### src/rtl/load_scoreboard.sv
// Producer-side hazard controller: tracks in-flight long-latency destinations, stalls decode
// on RAW/WAW hazards against them, and drives the post-branch flush. Optional: SCOREBOARD_BYPASS_EN.
module load_scoreboard #(
    parameter int unsigned MAX_PENDING  = 4,
    parameter int unsigned FLUSH_CYCLES = 2
) (
    input  logic       clk_i,
    input  logic       rst_i,
    input  logic       decode_valid_i,
    input  logic [4:0] rs1_decode_i,
    input  logic [4:0] rs2_decode_i,
    input  logic       rs1_used_i,
    input  logic       rs2_used_i,
    input  logic [4:0] rd_decode_i,
    input  logic       longlat_decode_i,
    input  logic       wb_valid_i,
    input  logic [4:0] wb_rd_i,
    input  logic       branch_taken_i,
    output logic       stall_decode_o,
    output logic       flush_o,
    output logic [4:0] pending_cnt_o,
    output logic       pending_full_o
);

    localparam int unsigned FCW = (FLUSH_CYCLES < 2) ? 1 : $clog2(FLUSH_CYCLES + 1);
    localparam logic [FCW-1:0] FLUSH_LOAD = FCW'(FLUSH_CYCLES);
    localparam logic [FCW-1:0] FLUSH_ONE  = FCW'(1);
    localparam logic [4:0]     MAX_CNT    = 5'(MAX_PENDING);

    typedef enum logic {
        IDLE,
        FLUSHING
    } flush_state_e;

    flush_state_e   state_q, state_d;
    logic [FCW-1:0] flush_cnt_q, flush_cnt_d;
    logic [31:0]    pending_q, pending_d;
    logic [4:0]     cnt_q, cnt_d;

    logic [31:0] set_vec;
    logic [31:0] clr_vec;
    logic [31:0] p_eff;
    logic        flush;
    logic        full;
    logic        hazard;
    logic        stall;
    logic        issue;
    logic        cnt_inc;
    logic        cnt_dec;

    always_comb begin
        clr_vec = 32'd0;
        if (wb_valid_i && (wb_rd_i != 5'd0)) begin
            clr_vec[wb_rd_i] = 1'b1;
        end
    end

`ifdef SCOREBOARD_BYPASS_EN
    // A same-cycle writeback is visible to decode through a write-first register file.
    assign p_eff = pending_q & ~clr_vec;
`else
    assign p_eff = pending_q;
`endif

    assign flush = (state_q == FLUSHING);
    assign full  = (cnt_q == MAX_CNT);

    always_comb begin
        hazard = 1'b0;
        if (rs1_used_i && (rs1_decode_i != 5'd0) && p_eff[rs1_decode_i]) begin
            hazard = 1'b1;
        end
        if (rs2_used_i && (rs2_decode_i != 5'd0) && p_eff[rs2_decode_i]) begin
            hazard = 1'b1;
        end
        if (longlat_decode_i && (rd_decode_i != 5'd0) && p_eff[rd_decode_i]) begin
            hazard = 1'b1;
        end
        if (longlat_decode_i && full) begin
            hazard = 1'b1;
        end
    end

    assign stall = decode_valid_i && !flush && hazard;
    assign issue = decode_valid_i && !stall && !flush && !branch_taken_i;

    always_comb begin
        set_vec = 32'd0;
        if (issue && longlat_decode_i && (rd_decode_i != 5'd0)) begin
            set_vec[rd_decode_i] = 1'b1;
        end
    end

    // Set beats clear on the same register, so a WAW reissue keeps the bit and the count.
    assign pending_d = (pending_q & ~clr_vec) | set_vec;
    assign cnt_inc   = |(set_vec & ~pending_q);
    assign cnt_dec   = |(clr_vec & pending_q & ~set_vec);
    assign cnt_d     = cnt_q + {4'd0, cnt_inc} - {4'd0, cnt_dec};

    always_comb begin
        state_d     = state_q;
        flush_cnt_d = flush_cnt_q;
        case (state_q)
            IDLE: begin
                if (branch_taken_i) begin
                    state_d     = FLUSHING;
                    flush_cnt_d = FLUSH_LOAD;
                end
            end
            FLUSHING: begin
                if (branch_taken_i) begin
                    flush_cnt_d = FLUSH_LOAD;
                end else if (flush_cnt_q <= FLUSH_ONE) begin
                    flush_cnt_d = '0;
                    state_d     = IDLE;
                end else begin
                    flush_cnt_d = flush_cnt_q - FLUSH_ONE;
                end
            end
            default: begin
                state_d     = IDLE;
                flush_cnt_d = '0;
            end
        endcase
    end

    always_ff @(posedge clk_i) begin
        if (rst_i) begin
            state_q     <= IDLE;
            flush_cnt_q <= '0;
            pending_q   <= 32'd0;
            cnt_q       <= 5'd0;
        end else begin
            state_q     <= state_d;
            flush_cnt_q <= flush_cnt_d;
            pending_q   <= pending_d;
            cnt_q       <= cnt_d;
        end
    end

    assign stall_decode_o = stall;
    assign flush_o        = flush;
    assign pending_cnt_o  = cnt_q;
    assign pending_full_o = full;

endmodule

### config.mk
export PLATFORM = sky130hd
export DESIGN_NAME = load_scoreboard
export DESIGN_NICKNAME = d
export VERILOG_FILES = /design/src/rtl/load_scoreboard.sv
export SDC_FILE = /design/constraint.sdc
export NUM_CORES = 1
export LEC_CHECK = 0
export CORE_MARGIN = 1.5
export CORE_UTILIZATION = 50
export DETAILED_ROUTE_END_ITERATION = 10
export GPL_TIMING_DRIVEN = 0
export MAX_ROUTING_LAYER = met4
export PLACE_DENSITY_LB_ADDON = 0.08
export SYNTH_ARGS = -nofsm -noshare
export SYNTH_HDL_FRONTEND = slang
export SYNTH_SLANG_ARGS = --single-unit
### constraint.sdc
create_clock -name clk_i -period 3.8 [get_ports clk_i]
set_input_delay 0.95 -clock clk_i [delete_from_list [all_inputs] [get_ports clk_i]]
set_output_delay 0.95 -clock clk_i [all_outputs]
set_load 0.02 [all_outputs]
==> results of run 1 <==
cells by family after synthesis:
| kind of cell | count (synthesis) | synth area share [%] |
|---|---|---|
| flops | 40 | 25.0 |
| xor+xnor | 4 | 1.09 |
| compound gates | 80 | 18.4 |
| simple gates | 139 | 24.1 |
| fa+ha+maj | 6 | 2.58 |
| mux | 48 | 21.1 |
| buf+inv | 44 | 7.74 |
worst max-delay path, delay by kind of cell:
| family | cells | cell delay (ps) |
|---|---|---|
| xor gates and xnor gates | 1 | 120 |
| and+or+nand+nor | 3 | 310 |
| buffers and inverters | 3 | 300 |
| muxes | 2 | 840 |
| adders and majority gates | 3 | 810 |
| AOI/OAI and AO/OA | 3 | 490 |
registers in the layout (all words and copies together) (netlist names):
signal,cells
pending_cnt_o,5
flush_cnt_q,2
p_eff,32
flush_o,1
power breakdown:
group	internal, W	switching, W	total [W]	leakage, nW
clock	0.000128	0.000159	0.000287	0.0479
combinational	0.000178	0.000205	0.000383	1.01
sequential	0.000440	0.0000201	0.000461	0.324
total	0.000747	0.000383	0.00113	1.38
final timing paths:
path	startpoint	to	depth (start not counted)	slack, ps
setup / recovery	rs2_decode_i[0]	pending_cnt_o[4]	15	150
hold / removal	flush_cnt_q[1]	flush_o	2	530
setup reg to reg	p_eff[25]	pending_cnt_o[4]	14	530
hold reg to reg	flush_cnt_q[1]	flush_o	2	530
metrics by stage:
stage	TNS [ps]	setup WS, ps
after detailed placement	-4190	-977
after floorplan	0	13.6
after global routing	0	1.70
after CTS	-48.4	-48.4
final	0	154
after global placement	-4280	-1010
layout by cell type (no fill, tap or decap), drive strengths merged, types with 3 or more instances in the layout:
cell           Yosys  routed
mux2i             31      31
clkdlybuf4s50      0      15
nor3b              3       3
mux4              14      14
buf               18      28
a21oi              7       7
clkbuf            14      17
nand2             40      40
inv               10      10
o211ai             3       3
dlygate4sd2        0       4
nor2b              7       7
dlymetal6s2s       0       4
o21ai              7       7
ha                 5       5
mux2               3       3
or3b               4       4
nand2b             4       4
nor3               3       3
nor4b              4       4
a221oi             4       4
dfxtp             40      40
a22oi              5       5
o31ai             32      32
or3                3       3
nor2              16      16
nand4              3       3
o221ai             6       6
nand3             39      39
clkinv             0       3
nand3b             5       5
final cells by class:
type	instances	area (um^2)	share of cell area (%)
multi-input cells	277	2250	59.1
clock inverters	3	18.8	0.493
inverters	10	37.5	0.987
well taps	75	93.8	2.47
repair buffers	33	293	7.70
flip-flops and latches	40	801	21.1
clock buffers	5	68.8	1.81
plain buffers	32	243	6.38
what timing repair did:
| item | 4_1_cts | 5_1_grt |
|---|---|---|
| pin swaps | 3 | 8 |
| gates cloned | 1 | 2 |
| buffers inserted | 2 | 1 |
| endpoints found under the setup margin | 6 | 4 |
| gates resized for setup | 35 | 26 |
layer usage:
layer / part of all wire [%] / up-vias / routed length, um
met4: 3.8 / 0 / 393
met3: 8.3 / 42 / 864
met5: 0 / - / 0
met2: 45 / 176 / 4690
li1: - / 1460 / -
met1: 43 / 1509 / 4460
==> out/summary.txt, run 1 <==
CTS root buffer: clkbuf_8
# diodes: 0
Met1 track demand over resource: 41.3%
Asr flop ratio synth: 0%
Post-synth top cells: dfxtp_1, nand2_1, nand3_1
Vias/cell: 6.71
Total CTS buffers: 5
Fmax: 274 MHz
Synth Cell Area: 3200 um^2
Crit-path max FO: 6
HP Class: reg -> reg
Met2 usage: 45.8%
Max_cap viols: 0
Worst-margin pin slew: 615 ps
Clock Pin Slew Worst Setup and Hold Paths: 80 ps
Die Area: 6890 um^2
Clock skew: 2.34 ps
WL/cell: 21.9 um
Sequential share of the synthesized area: 25.0%
Post-layout util: 62.8%
Power Density: 297 nW/um^2
Initial core utilization: 52.8%
Die Y: 83.0 um
Proportion of layout cells with a drive suffix above 1: 19.3%
Yosys warnings: 0
Post-DP Area: 3570 um^2
Slew Limit Fails: 0
DR pass1 iterations: 6
GPL Wtd Cong: 0.962
Vias post-DR: 3187
Max Root-Sink Buffers: 2
Syn Inst Count: 361
Fillers: 525
Hold buffers post-CTS: 0
Gr ovfl total: 0
Die W: 83.0 um
Gr usage total: 30.8%
Vias in the first global route: 3047
Library cells used by synthesis: 63
Port Buffers: 27
Worst rel slew slack: 59.0%
Crit-path cells: buf_6 > mux4_1 > mux2_2 > a2bb2oi_1 > nand4_2 > nand4_4 > buf_6 > ha_1 > inv_1 > ha_1 > fa_2 > a21o_1 > a21oi_2 > xnor2_1 > nor2_1
Worst hold margin: 530 ps
Yosys reg bits: 40
Initial antenna violation count: 0
DP Cell Count: 463
Final period util: 96.0%
Iteration-0 DRC Markers: 296
Wire length of the first global-routing pass: 16.2 mm
Synth area leaders: dfxtp_1, mux2i_1, o31ai_1
Top Usage Layer GRT: met2
Core area: 6060 um^2
Synth area leader: dfxtp_1
Syn_area_per_cell: 8.87 um^2
CTS tree: done
EDFF count, synth: 0
Final ANT Viol Nets: 0
IO Count: 36
HPWL Detailed: 7.39 mm
Post-Syn Nets: 395
# clock sinks: 40
Worst Path Required: 3980 ps
Row cnt: 28
Startpoint Class: primary input
Power Total: 0.00113 W
Cell area after layout: 3800 um^2
Area Overhead vs Synth: 18.8%
Tmin final: 3650 ps
H-tree levels: 2
Largest net degree at the start of global routing: 14
Top_reg_cell synth: dfxtp_1
Post-route non-filler standard cell count: 475
Later-pin clock latency in the skew report: 300 ps
Outcome: finished, final reports clean
RSZ-0062 raised after global routing: false
Crit path max-delay cell type: mux4_1
Maximum vdd drop: 0.311 mV
Worst setup EP type: flip-flop
Largest stage delay on the critical path: 540 ps
Setup violators final: 0
Grt met3 use: 4.37%
Residual DRC: 0
Kind of critical path: in -> reg
Leakage: 1.38 nW
Final WL: 10.4 mm
Post-synth top area share: 25.0%
Nets: 433
Final Hold Viols: 0
Critical Path AT: 3820 ps
Power figures use the tool's default switching activity.
==> inputs of run 2 (changes only) <==
Settings changed: SETUP_SLACK_MARGIN set to 0.2.
==> run 2 against run 1 <==
Clock skew up 7.7 ps. Largest cell class unchanged. Design area grew 8.2%. Power grew 12%. Wire length decreased by 1.6%. Hold slack got worse by 7.4 ps. Critical path type unchanged. Largest power group unchanged. Sequential power is essentially flat. Combinational power increased by 8.6%.
==> out/summary.txt, run 2 (same netlist as run 1, synthesis figures left out) <==
Area Overhead vs Synth: 28.6% (was 18.8%)
Crit path max-delay cell type: a222oi_1 (was mux4_1)
Metal-1 WL: 4.33 mm (was 4.46 mm)
Die W: 83.0 um (unchanged)
Residual DRC: 0 (unchanged)
Die Area: 6890 um^2 (unchanged)
Most common cell after layout, fill and taps aside: dfxtp_1
RSZ-0062 raised after global routing: true (was false)
HPWL Detailed: 7.24 mm (was 7.39 mm)
Worst-margin pin slew: 580 ps (was 615 ps)
Largest stage delay on the critical path: 440 ps (was 540 ps)
Wire length of the first global-routing pass: 15.9 mm (was 16.2 mm)
Largest register FFs: 32 (unchanged)
DR pass1 iterations: 6 (unchanged)
Post-DP Area: 3630 um^2 (was 3570 um^2)
Vias in the first global route: 2942 (was 3047)
Initial antenna violation count: 0 (unchanged)
IO Count: 36 (unchanged)
Routed length on met2: 4.65 mm (was 4.69 mm)
Crit-path cells: buf_4 > nor4bb_1 > buf_4 > a222oi_1 > nor2b_2 > a211o_1 > o211ai_1 > ha_4 > inv_2 > ha_4 > fa_2 > a21o_1 > a21oi_2 > xnor2_1 > nor2_1 (was buf_6 > mux4_1 > mux2_2 > a2bb2oi_1 > nand4_2 > nand4_4 > buf_6 > ha_1 > inv_1 > ha_1 > fa_2 > a21o_1 > a21oi_2 > xnor2_1 > nor2_1)
Maximum vdd drop: 0.359 mV (was 0.311 mV)
Gr usage total: 29.8% (was 30.8%)
Hold buffers post-CTS: 0 (unchanged)
Tmin final: 3510 ps (was 3650 ps)
Slew Limit Fails: 0 (unchanged)
H-tree levels: 2 (unchanged)
WHS Path Cells: 1 (was 2)
WL met3: 811 um (was 864 um)
Power Total: 0.00126 W (was 0.00113 W)
Worst rel slew slack: 60.8% (was 59.0%)
Die Y: 83.0 um (unchanged)
Initial core utilization: 52.8% (unchanged)
Outcome: finished, final reports clean (unchanged)
WL/cell: 20.9 um (was 21.9 um)
Startpoint Class: primary input (unchanged)
Most frequent cells in the layout: dfxtp_1, nand2_1, nand3_1, o31ai_1, mux2i_1 (was nand2_1, dfxtp_1, nand3_1, o31ai_1, mux2i_1)
CTS tree: done (unchanged)
Iteration-0 DRC Markers: 309 (was 296)
GPL Wtd Cong: 0.953 (was 0.962)
Crit-path max FO: 8 (was 6)
Nets: 449 (was 433)
Core area: 6060 um^2 (unchanged)
Total CTS buffers: 5 (unchanged)
CTS root buffer: clkbuf_8 (unchanged)
Final WL: 10.2 mm (was 10.4 mm)
Final ANT Viol Nets: 0 (unchanged)
Clock skew: 10.0 ps (was 2.34 ps)
Critical Path AT: 3690 ps (was 3820 ps)
Vias post-DR: 3301 (was 3187)
Leakage: 1.47 nW (was 1.38 nW)
Fillers: 518 (was 525)
Fmax: 285 MHz (was 274 MHz)
Final Hold Viols: 0 (unchanged)
Power Density: 307 nW/um^2 (was 297 nW/um^2)
Worst Path Required: 3980 ps (about the same)
Cell area after layout: 4120 um^2 (was 3800 um^2)
Proportion of layout cells with a drive suffix above 1: 27.9% (was 19.3%)
Largest net degree at the start of global routing: 13 (was 14)
Max layer used: met4 (unchanged)
Worst setup EP type: flip-flop (unchanged)
Worst-case reg-to-reg path depth: 14 (unchanged)
Vias/cell: 6.72 (was 6.71)
HP Class: reg -> reg (unchanged)
Worst hold margin: 523 ps (was 530 ps)
# diodes: 0 (unchanged)
Gr ovfl total: 0 (unchanged)
Final period util: 92.3% (was 96.0%)
Clock Pin Slew Worst Setup and Hold Paths: 80 ps (about the same)
Total Neg Setup Slack: 0 ps (unchanged)
Kind of critical path: in -> reg (unchanged)
Later-pin clock latency in the skew report: 300 ps (about the same)
Setup violators final: 0 (unchanged)
Row cnt: 28 (unchanged)
Max Root-Sink Buffers: 2 (unchanged)
Max_cap viols: 0 (unchanged)
Post-layout util: 67.9% (was 62.8%)
# clock sinks: 40 (unchanged)
Port Buffers: 27 (unchanged)
-- run 2: critical path, delay by kind of cell --
family / cells / cell delay, ps
AND/OR/NAND/NOR: 3 / 420
adder cells (fa/ha/maj): 3 / 810
AO/OA/AOI/OAI: 5 / 1030
buffers and inverters: 3 / 340
XOR/XNOR: 1 / 130
-- run 2: path summary, 6_finish.rpt --
| check | start | slack [ps] | end |
|---|---|---|---|
| worst max-delay path | wb_valid_i | 290 | pending_cnt_o[4] |
| worst min-delay path | p_eff[0] | 520 | p_eff[0] |
| worst max register to register | p_eff[31] | 630 | pending_cnt_o[4] |
| worst min register to register | p_eff[0] | 520 | p_eff[0] |
-- run 2: layout make-up --
| type | count | area (um^2) | share of cell area (%) |
|---|---|---|---|
| Buffer | 34 | 307 | 7.45 |
| Clock buffer | 7 | 96.3 | 2.34 |
| Clock inverter | 1 | 30.0 | 0.729 |
| Inverter | 10 | 37.5 | 0.912 |
| Multi-Input combinational cell | 277 | 2350 | 57.2 |
| Sequential cell | 40 | 801 | 19.5 |
| Tap cell | 75 | 93.8 | 2.28 |
| Timing Repair Buffer | 47 | 397 | 9.64 |
-- run 2: through the flow --
stage                     std cells  setup WS [ps]
after floorplan                 361            124
after global placement          463           -760
after detailed placement        463           -779
after global routing            491            158
after CTS                       482            192
final                           491            293
-- run 2: where the power goes --
group	total (W)	internal, W	leakage, nW	switching [W]
Clock	0.000386	0.000232	0.0645	0.000154
Sequential	0.000462	0.000441	0.324	0.0000215
Combinational	0.000416	0.000201	1.08	0.000214
-- run 2: timing repair --
action	in CTS	in global routing
setup endpoints to repair	6	2
setup buffers	8	9
gates resized for setup	66	44
gates cloned	3	0
pin swaps	16	22
-- run 2: per-layer routing --
| layer | vias up | global-route usage (%) |
|---|---|---|
| met4 | 0 | 12.9 |
| met5 | - | - |
| met1 | 1571 | 39.5 |
| met2 | 203 | 45.8 |
| li1 | 1485 | - |
| met3 | 42 | 4.08 |
==> inputs of run 3 (changes only) <==
Settings changed: ABC_AREA set to 1, CORE_UTILIZATION 50 to 43.
==> run 3 against run 2 <==
Sequential cell count stayed put. Global-route usage is 3.6 points higher. Highest routed layer unchanged. Clock skew is 1.3 ps higher. Wire length is 30% higher. Fmax is 0.69% lower. First-iteration DRC count is 47% higher. Combinational power is 39% lower.
==> out/summary.txt, run 3 <==
Outcome: finished, final reports clean (unchanged)
Post-Syn Nets: 628 (was 395)
Crit-path max FO: 6 (was 8)
Syn_area_per_cell: 5.64 um^2 (was 8.87 um^2)
Clock Power Share: 34.2% (was 30.5%)
XOR/XNOR Fraction of Synth Area: 0.261% (was 1.09%)
Gr usage total: 33.4% (was 29.8%)
Die Y: 91.3 um (was 83.0 um)
Post-synthesis mux area share: 0% (was 21.1%)
Die Area: 8330 um^2 (was 6890 um^2)
Vias/cell: 5.73 (was 6.72)
Worst hold margin: 485 ps (was 523 ps)
Hold buffers post-CTS: 0 (unchanged)
Crit path max-delay cell type: fa_2 (was a222oi_1)
Worst Path Required: 3970 ps (was 3980 ps)
Gr ovfl total: 0 (unchanged)
Vias post-DR: 4328 (was 3301)
Fmax: 283 MHz (was 285 MHz)
Asr flop ratio synth: 0% (unchanged)
Max_cap viols: 0 (unchanged)
H-tree levels: 2 (unchanged)
CTS root buffer: clkbuf_8 (unchanged)
Wire length of the first global-routing pass: 20.9 mm (was 15.9 mm)
Vias in the first global route: 4003 (was 2942)
Count leader, synth: nand2_1
HPWL Detailed: 9.68 mm (was 7.24 mm)
Post-route non-filler standard cell count: 755 (was 491)
Gate power share: 24.5% (was 32.9%)
Maximum vdd drop: 0.183 mV (was 0.359 mV)
Row cnt: 31 (was 28)
Port Buffers: 33 (was 27)
Synth Cell Area: 3350 um^2 (was 3200 um^2)
Slew Limit Fails: 0 (unchanged)
Synth Area in Compound Gates: 18.5% (was 18.4%)
EDFF count, synth: 0 (unchanged)
Leakage: 1.76 nW (was 1.47 nW)
Power Total: 0.00104 W (was 0.00126 W)
Largest register FFs: 32 (unchanged)
Flop pwr share: 41.4% (was 36.6%)
Residual DRC: 0 (unchanged)
RSZ-0062 raised after global routing: false (was true)
Most frequent cells in the layout: nand2_1, nor2_1, a21oi_1, inv_1, o21ai_0 (was dfxtp_1, nand2_1, nand3_1, o31ai_1, mux2i_1)
Worst rel slew slack: 56.6% (was 60.8%)
Max Root-Sink Buffers: 2 (unchanged)
Internal power: 0.000715 W (was 0.000874 W)
Final WL: 13.3 mm (was 10.2 mm)
DR pass1 iterations: 6 (unchanged)
Largest net degree at the start of global routing: 14 (was 13)
Worst-margin pin slew: 646 ps (was 580 ps)
Critical Path AT: 3710 ps (was 3690 ps)
Clock Pin Slew Worst Setup and Hold Paths: 80 ps (about the same)
Initial antenna violation count: 0 (unchanged)
Switching Fraction: 31.4% (was 30.8%)
Largest stage delay on the critical path: 350 ps (was 440 ps)
Nets: 689 (was 449)
Yosys reg bits: 40 (unchanged)
Sequential share of the synthesized area: 23.9% (was 25.0%)
Library cells used by synthesis: 32 (was 63)
Total CTS buffers: 5 (unchanged)
Synth area leaders: dfxtp_1, nand2_1, a21oi_1 (was dfxtp_1, mux2i_1, o31ai_1)
Top_reg_cell synth: dfxtp_1 (unchanged)
Synth area leader: dfxtp_1 (unchanged)
Proportion of layout cells with a drive suffix above 1: 18.6% (was 27.9%)
Total Neg Setup Slack: 0 ps (unchanged)
Area Overhead vs Synth: 29.6% (was 28.6%)
# diodes: 0 (unchanged)
CTS tree: done (unchanged)
Clock skew: 11.4 ps (was 10.0 ps)
Kind of critical path: in -> reg (unchanged)
Simple-gate area share of the yosys netlist: 43.1% (was 24.1%)
WL/cell: 17.6 um (was 20.9 um)
Worst setup EP type: flip-flop (unchanged)
IO Count: 36 (unchanged)
Largest family of logic cells by synthesized area: simple AND/OR/NAND/NOR gates (unchanged)
Post-Synth Adder-Cell Area: 2.47% (was 2.58%)
Crit-path cells: buf_4 > nor2_4 > nand2_4 > o21ai_4 > clkinv_4 > nand2_4 > nor3_1 > nor4_1 > nand2_1 > nor2_1 > nand2_1 > ha_1 > inv_2 > ha_4 > fa_2 > nand2_2 > inv_2 > o21ai_2 > and3_1 > nor3_2 (was buf_4 > nor4bb_1 > buf_4 > a222oi_1 > nor2b_2 > a211o_1 > o211ai_1 > ha_4 > inv_2 > ha_4 > fa_2 > a21o_1 > a21oi_2 > xnor2_1 > nor2_1)
DP Cell Count: 726 (was 463)
Iteration-0 DRC Markers: 454 (was 309)
Cell family with most CP delay: simple AND/OR/NAND/NOR gates (was compound AO/OA/AOI/OAI gates)
Tmin final: 3530 ps (was 3510 ps)
P_sw: 0.000327 W (was 0.000390 W)
Die W: 91.3 um (was 83.0 um)
Syn Inst Count: 594 (was 361)
Yosys warnings: 0 (unchanged)
HP Class: reg -> reg (unchanged)
Setup violators final: 0 (unchanged)
Core area: 7410 um^2 (was 6060 um^2)
Buffer and inverter count on the worst path: 4 (was 3)
Final period util: 92.9% (was 92.3%)
Post-synth top area share: 23.9% (was 25.0%)
Final Hold Viols: 0 (unchanged)
# clock sinks: 40 (unchanged)
Final ANT Viol Nets: 0 (unchanged)
Startpoint Class: primary input (unchanged)
Most common cell after layout, fill and taps aside: nand2_1 (was dfxtp_1)
GPL Wtd Cong: 0.980 (was 0.953)
Power Density: 240 nW/um^2 (was 307 nW/um^2)
Post-synth top cells: nand2_1, inv_1, nor2_1 (was dfxtp_1, nand2_1, nand3_1)
Post-layout util: 58.6% (was 67.9%)
Later-pin clock latency in the skew report: 310 ps (was 300 ps)
Initial core utilization: 45.2% (was 52.8%)
run 3: power by group through the flow:
| stage | Combinational [W] | Clock [W] | Sequential, W |
|---|---|---|---|
| 5_1_grt | 0.000275 | 0.000372 | 0.000432 |
| 3_3_place_gp | 0.000201 | 0 | 0.000440 |
| 4_1_cts | 0.000228 | 0.000358 | 0.000431 |
| 6_report | 0.000255 | 0.000356 | 0.000431 |
| 3_5_place_dp | 0.000203 | 0 | 0.000440 |
| 2_1_floorplan | 0.000117 | 0 | 0.000443 |
run 3: cells by family after synthesis:
kind of cell / Yosys count
AND/OR/NAND/NOR: 334
AO/OA/AOI/OAI: 118
buffers and inverters: 95
flip-flops: 40
adder cells (fa/ha/maj): 6
XOR/XNOR: 1
run 3: worst reg2reg max path: cells and delay by family, from the launching register on:
kind            cells  cell delay [ps]
compound gates      5              680
fa+ha+maj           3              640
buf+inv             4              350
flops               1              510
simple gates        6              590
run 3: path summary, 6_finish.rpt:
| path | from | to | cells after the start | slack (ps) |
|---|---|---|---|---|
| setup / recovery | wb_rd_i[3] | pending_cnt_o[4] | 20 | 270 |
| hold / removal | flush_cnt_q[0] | flush_cnt_q[0] | 1 | 480 |
| setup reg to reg | p_eff[22] | pending_cnt_o[4] | 18 | 910 |
| hold reg to reg | flush_cnt_q[0] | flush_cnt_q[0] | 1 | 480 |
run 3: area by class of cell:
type | instances | area [um^2]
buffer | 28 | 223
clock buffer | 5 | 68.8
clock inverter | 3 | 42.5
fill | 770 | 3070
inverter | 67 | 269
multi-input combinational | 459 | 2370
sequential | 40 | 801
tap | 99 | 124
timing repair buffer | 54 | 444
run 3: metrics by stage:
step	setup slack, ps	instance area, um^2
3_3_place_gp	-810	3800
6_report	268	4340
3_5_place_dp	-850	3800
2_1_floorplan	247	3350
5_1_grt	171	4340
4_1_cts	208	4160
run 3: what timing repair did:
action,CTS,global route
pin swaps,15,19
resized for setup,91,72
buffers inserted,9,12
gates cloned,0,0
endpoints found under the setup margin,5,3
run 3: per-layer routing:
layer	global-route usage (%)	part of all wire (%)
met1	43.4	42
met2	52.8	45
met3	3.43	9.5
met4	13.5	3.5
met5	-	0
